==> src/rtl/noc_pkg.sv <==
// noc_pkg: shared NoC types and constants.
//   FLIT_DATA_SIZE : FIFO word width between DLA engines and the router bridge.
//   HEAD_LEN_LSB/W : position of the 8-bit body-length field in a head word.
//   arb_state_t    : states of the source packet arbiter.
package noc_pkg;
  localparam int FLIT_DATA_SIZE = 32;
  localparam int HEAD_LEN_W     = 8;
  localparam int HEAD_LEN_LSB   = FLIT_DATA_SIZE - 19;

  typedef enum logic [2:0] {
    IDLE,
    ARMED,
    HEAD_CAP,
    BODY,
    RELEASE
  } arb_state_t;
endpackage

==> src/rtl/rr_arbiter.sv <==
// rr_arbiter: combinational round-robin pick.
//   req        : per-requester request bits.
//   rr_ptr     : last served index; the search starts at rr_ptr+1 and wraps.
//   gnt_onehot : one-hot grant, all zero when nothing requests.
//   gnt_idx    : binary index of the grant, 0 when nothing requests.
module rr_arbiter #(
  parameter int N_SRC = 4,
  parameter int SRC_W = $clog2(N_SRC)
) (
  input  logic [N_SRC-1:0] req,
  input  logic [SRC_W-1:0] rr_ptr,
  output logic [N_SRC-1:0] gnt_onehot,
  output logic [SRC_W-1:0] gnt_idx
);
  logic [SRC_W-1:0] cand;
  logic             found;

  // Linear scan in priority order; the modulo keeps non-power-of-two
  // N_SRC from ever producing an out-of-range candidate.
  always_comb begin
    gnt_onehot = '0;
    gnt_idx    = '0;
    found      = 1'b0;
    cand       = '0;
    for (int k = 1; k <= N_SRC; k++) begin
      cand = SRC_W'((int'(rr_ptr) + k) % N_SRC);
      if (!found && req[cand]) begin
        found            = 1'b1;
        gnt_onehot[cand] = 1'b1;
        gnt_idx          = cand;
      end
    end
  end
endmodule

==> src/rtl/noc_src_packet_arbiter.sv <==
// noc_src_packet_arbiter: shares one virtual FIFO read port among N_SRC
// source FIFOs, packet-granular round-robin.
//   clk_router, rst_router : clock, async active-high reset.
//   src_rempty/src_ren/src_rdata : per-source FIFO side (data valid the cycle
//                                  after ren).
//   dst_rempty/dst_ren/dst_rdata : virtual FIFO presented to the bridge.
//   grant_valid/grant_id   : current owner of the port.
//   pkt_done               : one-cycle pulse as ownership is released.
module noc_src_packet_arbiter
  import noc_pkg::*;
#(
  parameter int N_SRC  = 4,
  parameter int DATA_W = FLIT_DATA_SIZE,
  parameter int SRC_W  = $clog2(N_SRC)
) (
  input  logic                    clk_router,
  input  logic                    rst_router,
  input  logic [N_SRC-1:0]        src_rempty,
  output logic [N_SRC-1:0]        src_ren,
  input  logic [N_SRC*DATA_W-1:0] src_rdata,
  output logic                    dst_rempty,
  input  logic                    dst_ren,
  output logic [DATA_W-1:0]       dst_rdata,
  output logic                    grant_valid,
  output logic [SRC_W-1:0]        grant_id,
  output logic                    pkt_done
);
  arb_state_t                  state, state_nxt;
  logic                        grant_valid_nxt;
  logic [SRC_W-1:0]            grant_id_nxt;
  logic [SRC_W-1:0]            rr_ptr, rr_ptr_nxt;
  logic [HEAD_LEN_W-1:0]       remaining, remaining_nxt;
  logic [N_SRC-1:0][DATA_W-1:0] src_words;
  logic [N_SRC-1:0]            arb_onehot;
  logic [SRC_W-1:0]            arb_idx;
  logic                        arb_any;
  logic                        cur_empty;
  logic                        pop;

  assign src_words = src_rdata;
  assign arb_any   = |arb_onehot;
  assign cur_empty = src_rempty[grant_id];
  assign dst_rdata = grant_valid ? src_words[grant_id] : '0;

  rr_arbiter #(.N_SRC(N_SRC), .SRC_W(SRC_W)) u_rr (
    .req        (~src_rempty),
    .rr_ptr     (rr_ptr),
    .gnt_onehot (arb_onehot),
    .gnt_idx    (arb_idx)
  );

  // The port only looks non-empty while a word of the owned packet may
  // legally be read; HEAD_CAP and RELEASE block reads so the length can be
  // captured and the last word presented before the next packet.
  always_comb begin
    dst_rempty = 1'b1;
    case (state)
      ARMED:   dst_rempty = cur_empty;
      BODY:    dst_rempty = cur_empty | (remaining == '0);
      default: dst_rempty = 1'b1;
    endcase
  end

  assign pop = dst_ren & ~dst_rempty;

  always_comb begin
    src_ren = '0;
    if (pop) src_ren[grant_id] = 1'b1;
  end

  always_comb begin
    state_nxt       = state;
    grant_valid_nxt = grant_valid;
    grant_id_nxt    = grant_id;
    rr_ptr_nxt      = rr_ptr;
    remaining_nxt   = remaining;
    pkt_done        = 1'b0;
    case (state)
      IDLE: begin
        if (arb_any) begin
          grant_id_nxt    = arb_idx;
          grant_valid_nxt = 1'b1;
          state_nxt       = ARMED;
        end
      end
      ARMED: begin
        if (pop) state_nxt = HEAD_CAP;
      end
      HEAD_CAP: begin
        // Head word popped last cycle is on dst_rdata now.
        remaining_nxt = dst_rdata[DATA_W-12 -: HEAD_LEN_W];
        state_nxt     = (remaining_nxt == '0) ? RELEASE : BODY;
      end
      BODY: begin
        if (pop) begin
          remaining_nxt = remaining - 1'b1;
          if (remaining == HEAD_LEN_W'(1)) state_nxt = RELEASE;
        end
      end
      RELEASE: begin
        pkt_done        = 1'b1;
        rr_ptr_nxt      = grant_id;
        grant_valid_nxt = 1'b0;
        state_nxt       = IDLE;
      end
      default: state_nxt = IDLE;
    endcase
  end

  always_ff @(posedge clk_router or posedge rst_router) begin
    if (rst_router) begin
      state       <= IDLE;
      grant_valid <= 1'b0;
      grant_id    <= '0;
      rr_ptr      <= SRC_W'(N_SRC - 1);
      remaining   <= '0;
    end else begin
      state       <= state_nxt;
      grant_valid <= grant_valid_nxt;
      grant_id    <= grant_id_nxt;
      rr_ptr      <= rr_ptr_nxt;
      remaining   <= remaining_nxt;
    end
  end
endmodule

==> config.mk <==
export PLATFORM = sky130hd
export DESIGN_NAME = noc_src_packet_arbiter
export DESIGN_NICKNAME = d
export VERILOG_FILES = /design/src/rtl/noc_pkg.sv /design/src/rtl/rr_arbiter.sv /design/src/rtl/noc_src_packet_arbiter.sv
export SDC_FILE = /design/constraint.sdc
export NUM_CORES = 1
export LEC_CHECK = 0
export ABC_AREA = 1
export CAP_MARGIN = 40
export CORE_MARGIN = 4
export CORE_UTILIZATION = 35
export DETAILED_ROUTE_END_ITERATION = 12
export PLACE_DENSITY = 0.79
export RECOVER_POWER = 50
export SYNTH_ARGS = -nofsm -noshare
export SYNTH_HDL_FRONTEND = slang
export SYNTH_SLANG_ARGS = --single-unit
==> constraint.sdc <==
create_clock -name clk_router -period 2.1 [get_ports clk_router]
set_clock_uncertainty 0.1 [all_clocks]
set_input_delay 0.21 -clock clk_router [delete_from_list [all_inputs] [get_ports clk_router]]
set_output_delay 0.21 -clock clk_router [all_outputs]
set_load 0.02 [all_outputs]
==> results by stage <==
Outcome:
- The flow ran to the end, and the final reports show no timing, DRC or antenna violations.

Global route:
- The total congestion overflow after global routing is 0.
- The pin count of the biggest net entering global routing is 32.
- The number of global-route vias before repair is 3081.
- Global routing used 23.8% of the available tracks across all layers.
- The initial antenna violation count is 0.
- The global-route wire length before repair is 14900 microns.

Logic synthesis:
- Yosys printed 0 warnings.
- Ranked by instance count, the synthesized netlist is headed by 141 x nand2_1, 62 x nand3_1, 31 x inv_1.
- Averaged over all synthesized cells, the footprint is 5.80 sq um.
- The adder and majority gate portion of the synthesized area is 3.25%.
- The main combinational cell family by area after synthesis is simple AND/OR/NAND/NOR gates.
- In the synthesized netlist, mux cells make up 0% of the area.
- The synthesized design contains 16 register bits.
- The post-synthesis net count is 539.
- For this run, asynchronously set or reset flops after synthesis account for 100%.
- Ranked by total cell area, the synthesized netlist is headed by nand2_1 23%, dfrtp_1 15%, nand3_1 13%.
- The parity-gate share of the synthesized area counting xor and xnor cells is 0.758%.
- The proportion of netlist area held by the largest area contributor is 22.9%.
- Counting flops with a built-in enable in the synthesized netlist gives 0.
- The dominant register cell in the synthesized netlist is dfrtp_1.
- The most common cell in the netlist is nand2_1.
- The largest area contributor in the netlist is nand2_1.
- The number of distinct standard cells referenced by the synthesized netlist is 33.
- The fraction of the mapped netlist area in simple logic gates is 44.8%.
- The synthesized instance count is 398.
- The post-synthesis instance area is 2310 sq um.
- The complex-gate fraction of the synthesized area is 22.6%.
- Sequential cells were found to cover 17.4% of the synthesized design area.

STA:
- The final critical delay including setup and external delays is 2030 ps.
- The highest clock frequency the design can meet is 0.494 GHz.
- The setup-violating endpoint count in the final report is 0.
- The slew of the pin with the lowest slew margin is 628 ps.
- The relative max-transition margin is 58.1%.
- The share of the clock period used by the worst path after layout is 96.5%.
- The number of pins exceeding their max-slew limit in the final report is 0.
- The hold violation count in the final report came to 0.

Detailed routing:
- The pre-antenna-repair detailed-routing pass consisted of 5 iterations.
- In this run the remaining antenna-violating nets after routing total 0.
- The first routing iteration left 131 violations.
- In the routed design, unresolved DRC markers number 0.
- The post-detailed-route via-to-cell ratio is 5.18.
- Summing over every cut layer, the via total after detailed routing is 3421.
- The routed length per placed instance is 15.8 microns.
- Wires add up to 10400 microns.

Worst setup path:
- The kind of capture point of the worst setup path is an output pin.
- The startpoint identified for the worst register-to-register timing path is grant_id[1].
- In this run the worst path has a maximum fanout of 17.
- The maximum cell stage delay along the critical path is 460 ps.
- The depth of the worst register-to-register path is 13.
- The slowest stage of the critical path belongs to the cell dfrtp_2.
- The worst register-to-register path has a setup slack of 160 ps.
- The required time of the critical path is 1790 ps.
- In this run the critical register-to-register path is captured at state[1].
- The worst setup path is of the flop to output pin kind.
- The signal arrival time at the worst endpoint is 1720 ps.
- Walking the worst path, the cells encountered are inv_6 > nor2_4 > buf_4 > a22oi_1 > a31oi_1 > dlygate4sd1_1.
- The worst setup path is launched from a flop.

Cells and area:
- The growth of design area from synthesis to finish is 83.7%.
- Cells with a size suffix above 1 make up 16.4% of the layout.
- The final design area excluding fillers is 4240 sq um.
- The number of antenna diodes in the final layout is 0.
- The number of cells in the finished layout apart from fillers is 661.
- In the final design database the tool counted 726 nets.

Pwr:
- In this run the power density over the cells is 1370 nW/um^2.
- The maximum ir drop on the vdd rail is 0.788 mV.
- The total leakage power is 1.98 nW.

Clock tree:
- The clock insertion delay at the later pin of the skew report is 260 ps.
- Clock-pin slew was measured on the worst setup and hold paths at 70 ps.
- The longest clock path from root to sink contains 2 buffers.
- The total number of clock tree sinks is 16.
- In this run the number of H-tree levels came out at 1.
- The number of clock buffers added by TritonCTS is 3.
- The root buffer cell chosen for the clock tree is clkbuf_8.
- The TritonCTS clock tree is yes.
- In this run, post-CTS hold repair placed 0 buffers.

Floorplanning:
- The die is 89.2 microns tall.
- The number of top-level pins is 176.
- The core region is 6390 sq um.
- For this configuration, the core starts out at a cell density of 36.2%.
- The die covers 7960 sq um.
- Row generation in the floorplan step produced 29 rows.
- The floorplan die width is 89.2 microns.

Run:
- Across the run, the number of max-cap violations was 0.

Placement:
- The congestion estimate from routability-driven global placement came to 0.937.
- The number of cells in the design after placement is 656.
- The post-placement cell area is 4340 sq um.
- The number of I/O port buffers is 175.
- Detailed placement ended at an HPWL of 8490 microns.

Worst hold path:
- The class of the worst hold path is input pin to asynchronous set/reset pin.
==> worst max-delay path, delay by kind of cell (launching register included) <==
kind	cells	cell delay (ps)
simple gates	1	110
buf+inv	3	660
flops	1	460
compound gates	2	230
==> layer usage <==
layer | global-route usage (%) | vias up | share of wire (%)
met5 | 0 | - | 0
met4 | 6.09 | 0 | 2.6
met3 | 6.82 | 21 | 8.6
met2 | 41.0 | 144 | 50
met1 | 29.1 | 1534 | 39
li1 | - | 1722 | -
==> flip-flops by register name, summed over array words and instances (netlist names) <==
name / flops
remaining: 8
grant_valid: 1
grant_id: 2
state: 3
rr_ptr: 2
==> layout by cell type, fill, tap and decap left out, drive strengths merged, types with 14 or more instances in the layout <==
cell,count
buf,34
a22oi,24
nand2,143
dfrtp,14
inv,32
clkdlybuf4s50,135
clkbuf,40
o21ai,26
a31oi,24
nor2,16
nand3,64
==> layout make-up <==
class | count | area (sq um)
Fill cell | 592 | 2140
Timing Repair Buffer | 209 | 1900
Multi-Input combinational cell | 322 | 1650
Sequential cell | 16 | 405
Inverter | 33 | 133
Tap cell | 77 | 96.3
Clock buffer | 4 | 55.1
==> worst max path at each step <==
stage               cells after the start       endpoint         from
floorplan                               6  dst_rdata[10]  grant_id[0]
global placement                        8  dst_rdata[14]  grant_id[0]
detailed placement                      8  dst_rdata[20]  grant_id[0]
CTS                                     9  dst_rdata[20]  grant_id[0]
global route                           13       state[1]  grant_id[1]
finish                                  6  dst_rdata[31]  grant_id[0]
==> per-stage QoR <==
step	power, mW	hold WS, ps	setup slack [ps]	TNS [ps]	utilization (%)
2_1_floorplan	3.67	22.3	128	0	-
3_3_place_gp	5.84	398	-40.9	-302	68.0
3_5_place_dp	5.91	395	-68.3	-967	68.0
4_1_cts	5.89	267	4.62	0	68.2
5_1_grt	6.34	431	-40.6	-40.6	66.5
6_report	5.83	365	74.2	0	66.5
==> report_power, final <==
group | internal [mW] | switching (mW)
registers | 0.472 | 0.191
clock network | 0.167 | 0.118
logic | 1.95 | 2.94
total | 2.58 | 3.25
==> logic make-up after synthesis <==
logic type	after synthesis
compound gates	82
xor+xnor	2
fa+ha+maj	6
buf+inv	60
flops	16
simple gates	232
==> what timing repair did <==
action,in CTS,in global routing
setup endpoints to repair,37,41
gates resized for setup,40,100
setup buffers,0,1
hold endpoints to repair,0,0
cloned,0,0
pin swaps,0,1
No activity file was read; power rests on OpenSTA's default activity.
